File: config.mk
export PLATFORM = sky130hd
export DESIGN_NAME = step_profile_generator
export DESIGN_NICKNAME = d
export VERILOG_FILES = /design/src/rtl/step_profile_generator.sv
export SDC_FILE = /design/constraint.sdc
export NUM_CORES = 2
export LEC_CHECK = 0
export BUFFER_PORTS_ARGS = -buffer_cell sky130_fd_sc_hd__buf_2
export CORE_AREA = 2 2 345 210
export CTS_CLUSTER_DIAMETER = 30
export DETAILED_ROUTE_END_ITERATION = 12
export DIE_AREA = 0 0 347 212
export MAX_ROUTING_LAYER = met4
export PLACE_DENSITY = 0.7
export SLEW_MARGIN = 30
export SYNTH_ARGS = -nofsm -noshare
export SYNTH_HDL_FRONTEND = slang
export SYNTH_SLANG_ARGS = --single-unit
File: constraint.sdc
create_clock -name clk -period 6.4 [get_ports clk]
set_input_delay 0.32 -clock clk [delete_from_list [all_inputs] [get_ports clk]]
set_output_delay 0.32 -clock clk [all_outputs]
set_load 0.02 [all_outputs]
File: src/rtl/step_profile_generator.sv
// Trapezoid step playback: latches params/timing on start, then integrates speed into step pulses.
// Latency: start to first run tick is 1 cycle, and step is registered one cycle after the carry.
// Backpressure: none; finish is held until start drops. Optional abort is enabled by STEP_PROFILE_ABORT_EN.
module step_profile_generator #(
    parameter int ACC_W  = 32,
    parameter int TICK_W = 64
) (
    input  logic              clk,
    input  logic              reset,
    input  logic              start,
    input  logic [ACC_W-1:0]  max_params [0:4],
    input  logic [TICK_W-1:0] max_timing [0:3],
`ifdef STEP_PROFILE_ABORT_EN
    input  logic              abort,
    output logic              aborted,
`endif
    output logic              step,
    output logic              dir,
    output logic              busy,
    output logic              finish,
    output logic [ACC_W-1:0]  steps_done,
    output logic [2:0]        phase
);

    typedef enum logic [2:0] {
        S_IDLE   = 3'd0,
        S_ACCEL  = 3'd1,
        S_CRUISE = 3'd2,
        S_DECEL  = 3'd3,
        S_TAIL   = 3'd4,
        S_DONE   = 3'd5
    } state_t;

    state_t state, state_nxt, run_ph;

    logic [ACC_W-1:0]  p_total, p_vstart, p_vcruise, p_accel;
    logic [TICK_W-1:0] t0, t1, t2, t3, t;
    logic [ACC_W-1:0]  speed, acc, speed_nxt, spd_dn;
    logic [ACC_W:0]    acc_sum, spd_up;
    logic              fin_run, abort_hit, stop_run;
    logic              unused_bits;

    assign unused_bits = &{1'b0, max_params[4][ACC_W-1:1]};

`ifdef STEP_PROFILE_ABORT_EN
    assign abort_hit = abort;
`else
    assign abort_hit = 1'b0;
`endif

    assign fin_run  = (steps_done == p_total) || (t >= t3);
    assign stop_run = fin_run || abort_hit;
    assign acc_sum  = {1'b0, acc} + {1'b0, speed};
    assign spd_up   = {1'b0, speed} + {1'b0, p_accel};
    assign spd_dn   = speed - p_accel;

    // Zero-length phases collapse through the chain in a single tick.
    always_comb begin
        run_ph = state;
        if (run_ph == S_ACCEL  && t >= t0) run_ph = S_CRUISE;
        if (run_ph == S_CRUISE && t >= t1) run_ph = S_DECEL;
        if (run_ph == S_DECEL  && t >= t2) run_ph = S_TAIL;
    end

    always_comb begin
        speed_nxt = speed;
        case (run_ph)
            S_ACCEL: speed_nxt = (spd_up > {1'b0, p_vcruise}) ? p_vcruise : spd_up[ACC_W-1:0];
            S_DECEL: speed_nxt = (speed < p_accel || spd_dn < p_vstart) ? p_vstart : spd_dn;
            default: speed_nxt = speed;
        endcase
    end

    always_ff @(posedge clk) begin
        if (reset) state <= S_IDLE;
        else       state <= state_nxt;
    end

    always_comb begin
        state_nxt = state;
        case (state)
            S_IDLE:  if (start) state_nxt = (max_params[0] == '0) ? S_DONE : S_ACCEL;
            S_ACCEL, S_CRUISE, S_DECEL, S_TAIL:
                     state_nxt = stop_run ? S_DONE : run_ph;
            S_DONE:  if (!start) state_nxt = S_IDLE;
            default: state_nxt = S_IDLE;
        endcase
    end

    always_comb begin
        busy   = (state == S_ACCEL) || (state == S_CRUISE) || (state == S_DECEL) || (state == S_TAIL);
        finish = (state == S_DONE);
        phase  = state;
    end

    always_ff @(posedge clk) begin
        if (reset) begin
            p_total    <= '0;
            p_vstart   <= '0;
            p_vcruise  <= '0;
            p_accel    <= '0;
            t0         <= '0;
            t1         <= '0;
            t2         <= '0;
            t3         <= '0;
            t          <= '0;
            speed      <= '0;
            acc        <= '0;
            steps_done <= '0;
            step       <= 1'b0;
            dir        <= 1'b0;
        end else begin
            step <= 1'b0;
            case (state)
                S_IDLE: begin
                    if (start) begin
                        p_total    <= max_params[0];
                        p_vstart   <= max_params[1];
                        p_vcruise  <= max_params[2];
                        p_accel    <= max_params[3];
                        dir        <= max_params[4][0];
                        t0         <= max_timing[0];
                        t1         <= max_timing[1];
                        t2         <= max_timing[2];
                        t3         <= max_timing[3];
                        speed      <= max_params[1];
                        acc        <= '0;
                        t          <= '0;
                        steps_done <= '0;
                    end
                end
                S_DONE: begin
                    if (!start) steps_done <= '0;
                end
                default: begin
                    if (!stop_run) begin
                        acc   <= acc_sum[ACC_W-1:0];
                        t     <= t + 1'b1;
                        speed <= speed_nxt;
                        if (acc_sum[ACC_W] && steps_done < p_total) begin
                            step       <= 1'b1;
                            steps_done <= steps_done + 1'b1;
                        end
                    end
                end
            endcase
        end
    end

`ifdef STEP_PROFILE_ABORT_EN
    always_ff @(posedge clk) begin
        if (reset)                               aborted <= 1'b0;
        else if (busy && abort)                  aborted <= 1'b1;
        else if (state == S_DONE && !start)      aborted <= 1'b0;
    end
`endif

endmodule

==> results by group <==
Routing
  • Drt pass-1 iters: 6
  • DR DRC count: 0
  • Detailed-route wire length: approximately 120,000 µm
  • Initial DRC count: 3,428
  • Via/cell ratio: about 5.6
  • WL per Instance: about 19 µm
  • Post-route antenna net violation count: 0
  • Detailed-route via count: approximately 36,000

Global route
  • First-pass GRT wire length: ~190,000 µm
  • GR Util All Layers: about a third
  • Vias in the first global route: 34,357
  • Largest net degree at the start of global routing: approximately 190
  • Total grt overflow: 0
  • Initial antenna violation count: 0

Clocking
  • Clock transition at path regs: roughly 0.05 ns
  • CTS root buf: clkbuf_16
  • Clock Path Buffers: 3
  • Max H-tree Level: 3
  • Clk sinks: around 550
  • Clock buffer count from CTS: between 100 and 150
  • TritonCTS clock tree: built
  • Worst skew pair latency: ~0.7 ns

Logic synthesis
  • Post-synth EDFFs: 0
  • Yosys Warn Count: 0
  • Unique masters post-synth: between 80 and 90
  • Syn nets: about 5,500
  • Sequential fraction of the synthesis area: roughly a third
  • Cells after synthesis: 4,613
  • Yosys reg bits: between 500 and 600
  • Avg Cell Area, Syn: roughly 7.6 µm²
  • Netlist Area Pre-Place: about 35,000 µm²
  • Ys flop type: dfxtp_1
  • Share of flip-flops with an asynchronous set or reset: 0%

Power
  • Pwr/cell area: 278 nW/µm²
  • Leakage: approximately 20 nW
  • Worst vdd ir: roughly 0.00025 V
  • Final total power: around 13 mW

Placed design
  • Hpwl dp: approximately 81,000 µm
  • Dpl ws: 0.345 ns
  • PortBufs: around 430
  • Global placement routability congestion: 0.949

Status
  • Status: finished, final reports clean

Floorplanning
  • Die W: roughly 350 µm
  • Die Y: approximately 210 µm
  • Row cnt: 76
  • DIE AREA: ~74,000 µm²
  • Core Footprint: 70,800 µm²
  • IO Pins: 458
  • Initial core utilization: 49.3%

Setup path
  • Critical path arrival: about 6.4 ns
  • CP endpoint kind: register
  • Critical path type: register to register
  • Crit path max fanout: 8
  • R2R Setup Slk: 0.43 ns
  • FF-to-FF path depth: 21
  • Critical Path Source Type: register
  • Worst path max stage delay: about 0.48 ns
  • CP Cell Sequence: ha_1 > nor3_2 > nand2_1 > o221a_2 > a311o_1 > o211ai_2 > a21boi_1 > o31a_1 > o31ai_1 > xnor2_1 > ha_1 > a21oi_1 > nor2_1 > a2111oi_0 > o21ai_0 > o41ai_2 > o211a_2 > buf_4 > mux2_2 > a221oi_1 > a221oi_1
  • Reg-to-Reg End: speed[30]
  • Worst path required time: 6.87 ns
  • Worst r2r src: speed[5]
  • Slowest stage cell on the critical path: dfxtp_1

Finish
  • Most frequent cells in the layout: nand2_1, a21oi_1, dfxtp_1, inv_1, ha_1
  • Final core utilization: 64.0%
  • Most common cell after layout, fill and taps aside: nand2_1
  • Area growth syn-to-layout: 30.0%
  • Nets: 6,219
  • Share of layout cells above drive strength 1: between 10 and 15%

STA
  • Skew final: around 0.063 ns
  • RSZ-0062 raised after global routing: no
  • Minimum clock period: about 6 ns
  • Rel. slew slack: 28.7%
  • Setup_tns: 0 ns
  • Slew @ Worst Pin: 1.07 ns
  • Max Freq: approximately 170 MHz
  • Tcrit/Tclk final: approximately 93%
  • Slew Viols, Final: 0
  • Final hold violations: 0
  • Final setup margin: ~0.43 ns
  • Setup violators final: 0

Hold path
  • Worst hold path cell count: 5
  • Hold EP: p_vstart[0]
  • Hold crit path type: primary input to register
  • Hold Path Origin: max_params[96]

Job
  • Maxcap violations: 0
## routing by layer
metal | up-vias | routed length (µm) | global-route usage, %
li1 | 17387 | - | -
met1 | 16872 | 55300 | 44.7
met2 | 1431 | 50800 | 47.9
met3 | 270 | 9320 | 5.00
met4 | 0 | 3460 | 10.2
met5 | - | 0 | -
## critical path, delay by kind of cell (launching register included)
kind	cells	cell delay, ns
DFF	1	0.48
AOI/OAI and AO/OA	13	3.32
and+or+nand+nor	3	0.39
xor gates and xnor gates	1	0.22
muxes	1	0.40
buffers and inverters	1	0.24
adders and majority gates	2	0.71
## how the worst max path moves through the flow
stage,startpoint,end,slack (ns),cells past startpoint
floorplan,p_accel[5],speed[19],1.02,26
global placement,speed[0],speed[20],0.48,24
detailed placement,speed[0],speed[20],0.35,24
CTS,p_accel[0],speed[30],0.28,22
global route,speed[0],speed[30],0.02,22
finish,speed[5],speed[30],0.43,21
## registers in the layout (all words and copies together) (netlist names)
register and flops:
t0 64, t1 64, t2 64, t3 64
t 64, acc 32, p_accel 32, p_total 32
p_vcruise 32, p_vstart 32, speed 32, steps_done 32
phase 3, dir 1, step 1
## cell usage after synthesis (all sizes together), types with 29 or more instances
library cell	count	area share [%]
inv	469	5.0
nor3	63	0.90
xnor2	105	2.6
or3	30	0.54
buf	31	0.44
mux2	31	1.0
ha	449	16
a211oi	36	0.77
nand2	913	9.8
nor4	32	0.59
clkbuf	187	2.0
o211ai	29	0.64
dfxtp	549	31
a221oi	35	0.90
nand3	81	1.2
nor2	219	2.4
and3	29	0.52
o21ai	158	2.3
a21oi	654	9.4
a21o	87	1.9
nand4	71	1.3
nor2b	34	0.61
## layout make-up
type | instances | area [µm²]
Inverter | 469 | 1760
Fill cell | 5835 | 25500
Tap cell | 936 | 1170
Antenna cell | 1 | 2.50
Timing Repair Buffer | 848 | 6340
Clock buffer | 119 | 2730
Sequential cell | 549 | 11000
Multi-Input combinational cell | 3377 | 21400
Clock inverter | 76 | 972
## per-stage QoR
stage / instances / instance area, µm² / hold WS (ns)
5_1_grt: 6374 / 45400 / 0.0627
3_5_place_dp: 5793 / 37700 / 0.446
4_1_cts: 6372 / 45300 / 0.0209
3_3_place_gp: 5793 / 37700 / 0.440
2_1_floorplan: 4613 / 34900 / 0.429
6_report: 6375 / 45400 / 0.0498
## what timing repair did
item                                   CTS  global route
endpoints found under the hold margin  395             0
setup endpoints to repair                0            23
hold buffers                           384             0
setup buffers                            0             1
gates resized for setup                  0             8
## power by group
group / internal, mW / leakage (nW) / total, mW / switching (mW)
Sequential: 3.63 / 4.49 / 3.80 / 0.175
Clock: 3.62 / 1.76 / 5.73 / 2.11
Combinational: 1.28 / 13.3 / 3.07 / 1.80
Total: 8.52 / 19.6 / 12.6 / 4.08
## kinds of logic (layout without fill, tap and decap cells)
group,count (synthesis),in the layout,synth area share (%)
muxes,54,54,1.66
and+or+nand+nor,1562,1562,19.7
xor gates and xnor gates,133,133,3.34
other,0,1,0
DFF,549,549,31.5
adders and majority gates,452,452,16.3
buffers and inverters,687,1512,7.50
AOI/OAI and AO/OA,1176,1176,20.0
Note: power is estimated with default switching activity, not from simulation.
